`config.mk`:
```
export PLATFORM = sky130hd
export DESIGN_NAME = turn_signal_sched
export DESIGN_NICKNAME = d
export VERILOG_FILES = /design/src/rtl/turn_signal_sched_pkg.sv /design/src/rtl/sw_debounce.sv /design/src/rtl/turn_signal_sched.sv
export SDC_FILE = /design/constraint.sdc
export NUM_CORES = 1
export LEC_CHECK = 0
export CAP_MARGIN = 0
export CORE_ASPECT_RATIO = 1.1
export CORE_MARGIN = 3
export CORE_UTILIZATION = 25
export DETAILED_ROUTE_END_ITERATION = 7
export PLACE_DENSITY = 0.4
export SLEW_MARGIN = 10
export SYNTH_ARGS = -nofsm -noshare
export SYNTH_HDL_FRONTEND = slang
export SYNTH_SLANG_ARGS = --single-unit
```
`constraint.sdc`:
```
create_clock -name clk -period 2.5 [get_ports clk]
set_input_delay 0.625 -clock clk [delete_from_list [all_inputs] [get_ports clk]]
set_output_delay 0.625 -clock clk [all_outputs]
set_load 0.01 [all_outputs]
```
`src/rtl/turn_signal_sched_pkg.sv`:
```
// Shared types and constants for the tail-lamp request scheduler.
// Counter widths are derived from the divider/debounce lengths via cnt_width().
package turn_signal_sched_pkg;

    typedef enum logic [1:0] {
        IDLE      = 2'd0,
        LEFT_RUN  = 2'd1,
        RIGHT_RUN = 2'd2,
        HAZ_RUN   = 2'd3
    } state_e;

    localparam logic [1:0] LAST_TURN_STEP = 2'd2;

    localparam int TICK_DIV_DEFAULT   = 12_500_000;
    localparam int DEB_CYCLES_DEFAULT = 1_000_000;

    // Bits needed to count 0..n-1, never less than one bit.
    function automatic int cnt_width(input int n);
        return (n > 1) ? $clog2(n) : 1;
    endfunction

    localparam int TCNT_W_DEFAULT = cnt_width(TICK_DIV_DEFAULT);
    localparam int DCNT_W_DEFAULT = cnt_width(DEB_CYCLES_DEFAULT);

endpackage

```
`src/rtl/sw_debounce.sv`:
```
// Two-flop synchroniser followed by a counting debouncer: the debounced
// level follows the input only after it has differed for DEB_CYCLES cycles.
module sw_debounce
    import turn_signal_sched_pkg::*;
#(
    parameter int DEB_CYCLES = DEB_CYCLES_DEFAULT
) (
    input  logic clk,
    input  logic reset,
    input  logic sw,
    output logic deb
);

    localparam int              CW       = cnt_width(DEB_CYCLES);
    localparam logic [CW-1:0]   CNT_LAST = CW'(DEB_CYCLES - 1);

    logic          sync1_q;
    logic          sync2_q;
    logic          deb_q;
    logic          deb_d;
    logic [CW-1:0] cnt_q;
    logic [CW-1:0] cnt_d;

    always_comb begin
        deb_d = deb_q;
        cnt_d = '0;
        if (sync2_q != deb_q) begin
            if (cnt_q == CNT_LAST) begin
                deb_d = sync2_q;
            end else begin
                cnt_d = cnt_q + CW'(1);
            end
        end
    end

    always_ff @(posedge clk) begin
        if (reset) begin
            sync1_q <= 1'b0;
            sync2_q <= 1'b0;
            deb_q   <= 1'b0;
            cnt_q   <= '0;
        end else begin
            sync1_q <= sw;
            sync2_q <= sync1_q;
            deb_q   <= deb_d;
            cnt_q   <= cnt_d;
        end
    end

    assign deb = deb_q;

endmodule

```
`src/rtl/turn_signal_sched.sv`:
```
// Thunderbird tail-lamp request scheduler: debounced switches, free-running
// step tick, and a tick-paced arbiter with hazard pre-emption and L/R round-robin.
module turn_signal_sched
    import turn_signal_sched_pkg::*;
#(
    parameter int TICK_DIV   = TICK_DIV_DEFAULT,
    parameter int DEB_CYCLES = DEB_CYCLES_DEFAULT
) (
    input  logic       clk,
    input  logic       reset,
    input  logic       sw_left,
    input  logic       sw_right,
    input  logic       sw_haz,
    output logic       tick,
    output logic       req_left,
    output logic       req_right,
    output logic       req_haz,
    output logic [1:0] step,
    output logic       busy,
    output logic       abort
);

    localparam int            TW        = cnt_width(TICK_DIV);
    localparam logic [TW-1:0] TCNT_LAST = TW'(TICK_DIV - 1);

    // Index 0 = left, 1 = right, 2 = hazard.
    logic [2:0] sw_raw;
    logic [2:0] sw_deb;

    assign sw_raw = {sw_haz, sw_right, sw_left};

    generate
        for (genvar gi = 0; gi < 3; gi++) begin : g_deb
            sw_debounce #(
                .DEB_CYCLES(DEB_CYCLES)
            ) u_deb (
                .clk  (clk),
                .reset(reset),
                .sw   (sw_raw[gi]),
                .deb  (sw_deb[gi])
            );
        end
    endgenerate

    logic          d_left;
    logic          d_right;
    logic          d_haz;

    assign d_left  = sw_deb[0];
    assign d_right = sw_deb[1];
    assign d_haz   = sw_deb[2];

    logic [TW-1:0] tcnt_q;
    logic [TW-1:0] tcnt_d;
    logic          tick_q;
    logic          tick_d;
    state_e        state_q;
    state_e        state_d;
    logic [1:0]    step_q;
    logic [1:0]    step_d;
    logic          rr_left_q;
    logic          rr_left_d;
    logic          abort_q;
    logic          abort_d;

    always_comb begin
        tick_d = (tcnt_q == TCNT_LAST);
        tcnt_d = tick_d ? '0 : tcnt_q + TW'(1);
    end

    // All transitions are paced by the registered tick; every state entry restarts step at 0.
    always_comb begin
        state_d   = state_q;
        step_d    = step_q;
        rr_left_d = rr_left_q;
        abort_d   = 1'b0;
        if (tick_q) begin
            case (state_q)
                IDLE: begin
                    step_d = 2'd0;
                    if (d_haz) begin
                        state_d = HAZ_RUN;
                    end else if (d_left && (!d_right || rr_left_q)) begin
                        state_d   = LEFT_RUN;
                        rr_left_d = 1'b0;
                    end else if (d_right) begin
                        state_d   = RIGHT_RUN;
                        rr_left_d = 1'b1;
                    end
                end
                LEFT_RUN, RIGHT_RUN: begin
                    if (d_haz) begin
                        state_d = HAZ_RUN;
                        step_d  = 2'd0;
                        abort_d = 1'b1;
                    end else if (step_q == LAST_TURN_STEP) begin
                        state_d = IDLE;
                        step_d  = 2'd0;
                    end else begin
                        step_d = step_q + 2'd1;
                    end
                end
                HAZ_RUN: begin
                    state_d = IDLE;
                    step_d  = 2'd0;
                end
                default: begin
                    state_d = IDLE;
                    step_d  = 2'd0;
                end
            endcase
        end
    end

    always_ff @(posedge clk) begin
        if (reset) begin
            tcnt_q    <= '0;
            tick_q    <= 1'b0;
            state_q   <= IDLE;
            step_q    <= 2'd0;
            rr_left_q <= 1'b1;
            abort_q   <= 1'b0;
        end else begin
            tcnt_q    <= tcnt_d;
            tick_q    <= tick_d;
            state_q   <= state_d;
            step_q    <= step_d;
            rr_left_q <= rr_left_d;
            abort_q   <= abort_d;
        end
    end

    assign tick      = tick_q;
    assign req_left  = (state_q == LEFT_RUN);
    assign req_right = (state_q == RIGHT_RUN);
    assign req_haz   = (state_q == HAZ_RUN);
    assign step      = step_q;
    assign busy      = (state_q != IDLE);
    assign abort     = abort_q;

endmodule
```
# [After elaboration in Yosys (flattened, before gate mapping)]
# Cells that the tools add are included.
# Widths: inputs -> output; s select.
[totals] register_bits=100 in_bits=5 elab_cells=72
[op_classes] add_sub_neg=5 eq_ne=13 n_mux=12 n_bitwise=6 reduce_logical=18
[op_table] cell="$add 20x1->20 const B" count=3
[op_table] cell="$eq 20x20->1 const B" count=3
[op_table] cell="$add 24x1->24 const B" count=1
[op_table] cell="$eq 24x24->1 const B" count=1
[op_table] cell="$mux 2" count=7
[op_table] cell="$reduce_or 3->1" count=4
[op_table] cell="$eq 2x2->1 const B" count=3
[op_table] cell="$not 1->1" count=6
[op_table] cell="$pmux 2 s3" count=1
[op_table] cell="$reduce_and 2->1" count=3
[op_table] cell="$reduce_or 2->1" count=3
[op_table] cell="$ne 4x2->1 const B" count=1
[op_table] cell="$pmux 2 s2" count=1
[op_table] cell="$reduce_and 4->1" count=1
[op_table] cell="$reduce_bool 2->1" count=2
[op_table] cell="$mux 1" count=3
[op_table] cell="$ne 1x1->1" count=3
[op_table] cell="$ne 3x2->1 const B" count=1
[op_table] cell="$reduce_and 3->1" count=1
[op_table] cell="$add 2x1->2 const B" count=1
[op_table] cell="$eq 2x1->1 const B" count=1
[op_table] cell="$logic_not 2->1" count=1
[op_table] cell="$logic_and 1x1->1" count=1
[op_table] cell="$logic_not 1->1" count=1
[op_table] cell="$logic_or 1x1->1" count=1

# [Logic depth before layout (Yosys ltp)]
[logic_depth] word_depth=6 mapped_depth=7

# [Cells and area by module]
# A second synthesis with hierarchy kept.
[unflattened] cells_unflattened=525 area_unflattened_um2=4591.9
[by_module_without_submodules] module="sw_debounce" n_inst=3 cells_each=117 area_per_inst_um2=1029.7 seq_area_each_um2=460.4
[by_module_without_submodules] module="turn_signal_sched" n_inst=1 cells_each=174 area_per_inst_um2=1502.7 seq_area_each_um2=620.6

# [Least setup slack after synthesis]
# No wires, ideal clock.
[synth_path] kind="register to register" start="register g_deb[2].u_deb.cnt_q[0]" end="register g_deb[2].u_deb.cnt_q[19]" setup_time_ns=0.115 arrival_ns=1.645 path_slack_ns=0.740 stages_incl_launch_ff=8 n_path_buf=1 synth_period_minus_slack_ns=1.760 path_cell_list="dfxtp_1 -> ha_1 -> inv_1 -> or3_4 -> nor4_4 -> or3_2 -> buf_6 -> nor2_1"
[synth_between] elab_chain_cells=2 elab_cells_between_ends=3 cone_classes="add/sub: 1; eq/ne: 1; reduce/logical: 1"
[synth_rtl] element="start, declared" line="sw_debounce.sv:21" text="logic [CW-1:0] cnt_q;"
[synth_rtl] element="start signal, assigned" line="sw_debounce.sv:46" text="cnt_q <= cnt_d;"
[synth_rtl] element="parallel branches: the longest is 2 deep, another holds $add 20x1->20"
# Parallel ways; which one is timed is not known.
# A chain may end at the register's enable or synchronous reset.

# [Worst setup path after layout]
[layout_path] start="register state_q[0]" end="output port busy"
[layout_between] elab_chain_cells=1
[layout_rtl] element="start, declared" line="turn_signal_sched.sv:57" text="state_e state_q;"
[layout_rtl] element="start signal, assigned" line="turn_signal_sched.sv:126" text="state_q <= state_d;"
[layout_rtl] element="$reduce_bool 2->1" line="turn_signal_sched.sv:138" text="assign busy = (state_q != IDLE);"
[layout_rtl] element="end, declared" line="turn_signal_sched.sv:19" text="output logic busy,"
# Every way passes these cells.

==> summary.json <==
{
  "timing.setup.critical_path_class": "flip-flop to primary output",
  "finalWeightedCongestion": 0.738,
  "wl_per_cell_um": 11.1,
  "layout.nets": 512,
  "endpoint_kind": "primary output",
  "crit_path_start": "state_q[0]$_SDFFE_PP0P_",
  "min_period_ns": 2.27,
  "post_cts_resized": 0,
  "synth_ff_type": "sky130_fd_sc_hd__dfxtp_1",
  "slew_viol_final": 0,
  "worst_skew_pair.late_latency_ns": 0.34,
  "root_buffer": "sky130_fd_sc_hd__clkbuf_16",
  "most-common-layout-cells": "sky130_fd_sc_hd__nor2_1, sky130_fd_sc_hd__dfxtp_1, sky130_fd_sc_hd__xor2_1, sky130_fd_sc_hd__xnor2_1, sky130_fd_sc_hd__nand3_1",
  "row_count": 49,
  "setup_viol": 0,
  "grt_use_total_pct": 9.51,
  "ff2ff_setup_slack_ns": 0.39,
  "min_from": "g_deb[2].u_deb.sync1_q$_SDFF_PP0_",
  "first_global_vias": 3153,
  "place.detailed.hpwl_mm": 5.71,
  "tritoncts": "yes",
  "effective_utilization_at_floorplan_pct": 25.8,
  "grt_antenna_before_repair": 0,
  "status": "complete, no violations",
  "final_design_area_no_fill_um2": 4950,
  "share_of_cells_above_drive_strength_1_pct": 5.57,
  "hold_viol": 0,
  "ant_nets": 0,
  "power.ir.vdd_worst_uv": 312,
  "io_buffers": 12,
  "vias": 3127,
  "timing.max_slew.rel_slack_pct": 53.8,
  "crit_arrival_ns": 1.65,
  "unrepaired_setup_endpoints_after_global_routing": "false",
  "postSynth.asyncResetShare_pct": 0,
  "die_w_um": 131,
  "timing.critical_path.fanout_max": 4,
  "cts_hold_buf": 0,
  "syn_area_um2": 4290,
  "cts_num_sinks": 100,
  "power.density_cell_area_nw_per_um2": 614,
  "grt.overflow.total": 0,
  "drcViolationCount": 0,
  "synthesis.area_per_instance_um2": 8.89,
  "htreeDepth": 3,
  "final_common_cell": "sky130_fd_sc_hd__nor2_1",
  "reg2reg_depth": 6,
  "vias_per_cell": 4.27,
  "synth_edf_count": 0,
  "syn_nets": 496,
  "min_period_over_period_pct": 90.9,
  "synth_seq_cells": 100,
  "fin_tns_setup_ns": 0,
  "r2r-end": "g_deb[2].u_deb.cnt_q[18]$_SDFF_PP0_",
  "finClkSkew_ns": 0.00744,
  "placeableCoreArea_um2": 16600,
  "global_route_wire_length_before_repair_mm": 14.4,
  "worstPathRequired_ns": 1.88,
  "synthCells": 483,
  "maxCapViolCount": 0,
  "placed_cell_area_um2": 4660,
  "setup.worst_path.end": "busy",
  "worst_pin_slew_ns": 0.693,
  "dr.pass1.iters": 4,
  "critical_path.reg2reg.startpoint": "g_deb[2].u_deb.cnt_q[0]$_SDFF_PP0_",
  "drt-total-wl_mm": 8.14,
  "detailedRoute.firstIterationViolations": 107,
  "leakagePower_nw": 1.61,
  "top_achievable_clock_speed_mhz": 440,
  "cp-start-kind": "flip-flop",
  "antenna_cells": 0,
  "seq_area_frac_synth_pct": 46.6,
  "path_clk_slew_ns": 0.07,
  "post-cts-setup-buffers": 0,
  "synth.lib_cells_used.distinct": 37,
  "die_h_um": 143,
  "synth-warning-count": 0,
  "max-clock-path-buffers": 2,
  "grt_max_degree": 24,
  "boundaryPins": 13,
  "die-area_um2": 18800,
  "syn2layout_area_growth_pct": 15.4,
  "hold_class": "flip-flop to flip-flop",
  "numCtsBuffers": 9
}
kinds of logic after synthesis:
kind of cell    after synthesis  synth area share (%)
compound gates               10                  1.40
xor+xnor                     79                  16.1
flops                       100                  46.6
mux                           4                 0.933
buf+inv                      28                  3.09
simple gates                254                  29.5
fa+ha+maj                     8                  2.33
registers in the layout, summed over array words and instances, names as in the netlist:
register	cells
tcnt_q	24
abort	1
rr_left_q	1
g_deb.u_deb.sync2_q	3
g_deb.u_deb.cnt_q	60
state_q	2
step	2
g_deb.u_deb.deb	3
g_deb.u_deb.sync1_q	3
tick	1
final cells by class:
type / instances / area (µm²)
repair buffers: 16 / 150
flip-flops and latches: 100 / 2000
multi-input cells: 355 / 2160
inverters: 17 / 63.8
well taps: 229 / 287
fillers: 1772 / 11700
clock buffers: 10 / 239
clock inverters: 5 / 52.6
stage by stage:
stage	utilization [%]	setup WS (ns)	hold WS (ns)	total power [mW]	instances
after floorplan	-	0.740	0.414	1.67	483
after global placement	28.1	0.365	0.423	1.69	717
after detailed placement	28.1	0.327	0.428	1.69	717
after CTS	29.8	0.181	0.444	3.10	732
after global routing	29.8	0.128	0.455	3.17	732
final	29.8	0.228	0.442	3.04	732
cells in the mapped netlist, types with 3 or more instances:
cell type	count	area [µm²]
sky130_fd_sc_hd__nor3_1	10	50.1
sky130_fd_sc_hd__nand2_1	27	101
sky130_fd_sc_hd__dfxtp_1	100	2000
sky130_fd_sc_hd__inv_1	17	63.8
sky130_fd_sc_hd__clkbuf_1	3	11.3
sky130_fd_sc_hd__nor2_1	111	417
sky130_fd_sc_hd__xnor2_1	33	289
sky130_fd_sc_hd__a21oi_1	4	20.0
sky130_fd_sc_hd__mux2i_1	4	40.0
sky130_fd_sc_hd__ha_1	8	100
sky130_fd_sc_hd__nand4_1	20	125
sky130_fd_sc_hd__or3_1	3	18.8
sky130_fd_sc_hd__buf_2	4	20.0
sky130_fd_sc_hd__and4_1	6	52.6
sky130_fd_sc_hd__nor2b_1	6	37.5
sky130_fd_sc_hd__nand3_1	33	165
sky130_fd_sc_hd__xor2_1	46	403
sky130_fd_sc_hd__and3_1	10	62.6
sky130_fd_sc_hd__nand2b_1	4	25.0
sky130_fd_sc_hd__nor4_1	8	50.1
power by group:
group / internal, mW / switching (mW)
logic: 0.0181 / 0.0258
registers: 1.60 / 0.00632
clock network: 0.792 / 0.597
total: 2.41 / 0.629
worst min path at each step:
| stage | to | slack, ns | cells past startpoint |
|---|---|---|---|
| 6_report | g_deb[2].u_deb.sync2_q$_SDFF_PP0_ | 0.44 | 1 |
| 3_5_place_dp | g_deb[2].u_deb.sync2_q$_SDFF_PP0_ | 0.43 | 1 |
| 3_3_place_gp | g_deb[0].u_deb.sync2_q$_SDFF_PP0_ | 0.42 | 1 |
| 2_1_floorplan | g_deb[0].u_deb.sync2_q$_SDFF_PP0_ | 0.41 | 1 |
| 4_1_cts | g_deb[2].u_deb.sync2_q$_SDFF_PP0_ | 0.44 | 1 |
| 5_1_grt | g_deb[2].u_deb.sync2_q$_SDFF_PP0_ | 0.46 | 1 |
per-layer routing:
metal	global-route usage, %	share of wire, %
met1	11.5	47
met2	15.8	48
met3	3.20	2.9
met4	3.25	1.6
met5	0	0
worst max-delay path, stage by stage, from the launching register on:
cell and delay [ns]:
sky130_fd_sc_hd__dfxtp_1 0.38, sky130_fd_sc_hd__inv_1 0.08, sky130_fd_sc_hd__ha_1 0.23, sky130_fd_sc_hd__inv_1 0.08
sky130_fd_sc_hd__clkdlybuf4s50_1 0.53
(Power assumes the default switching activity.)
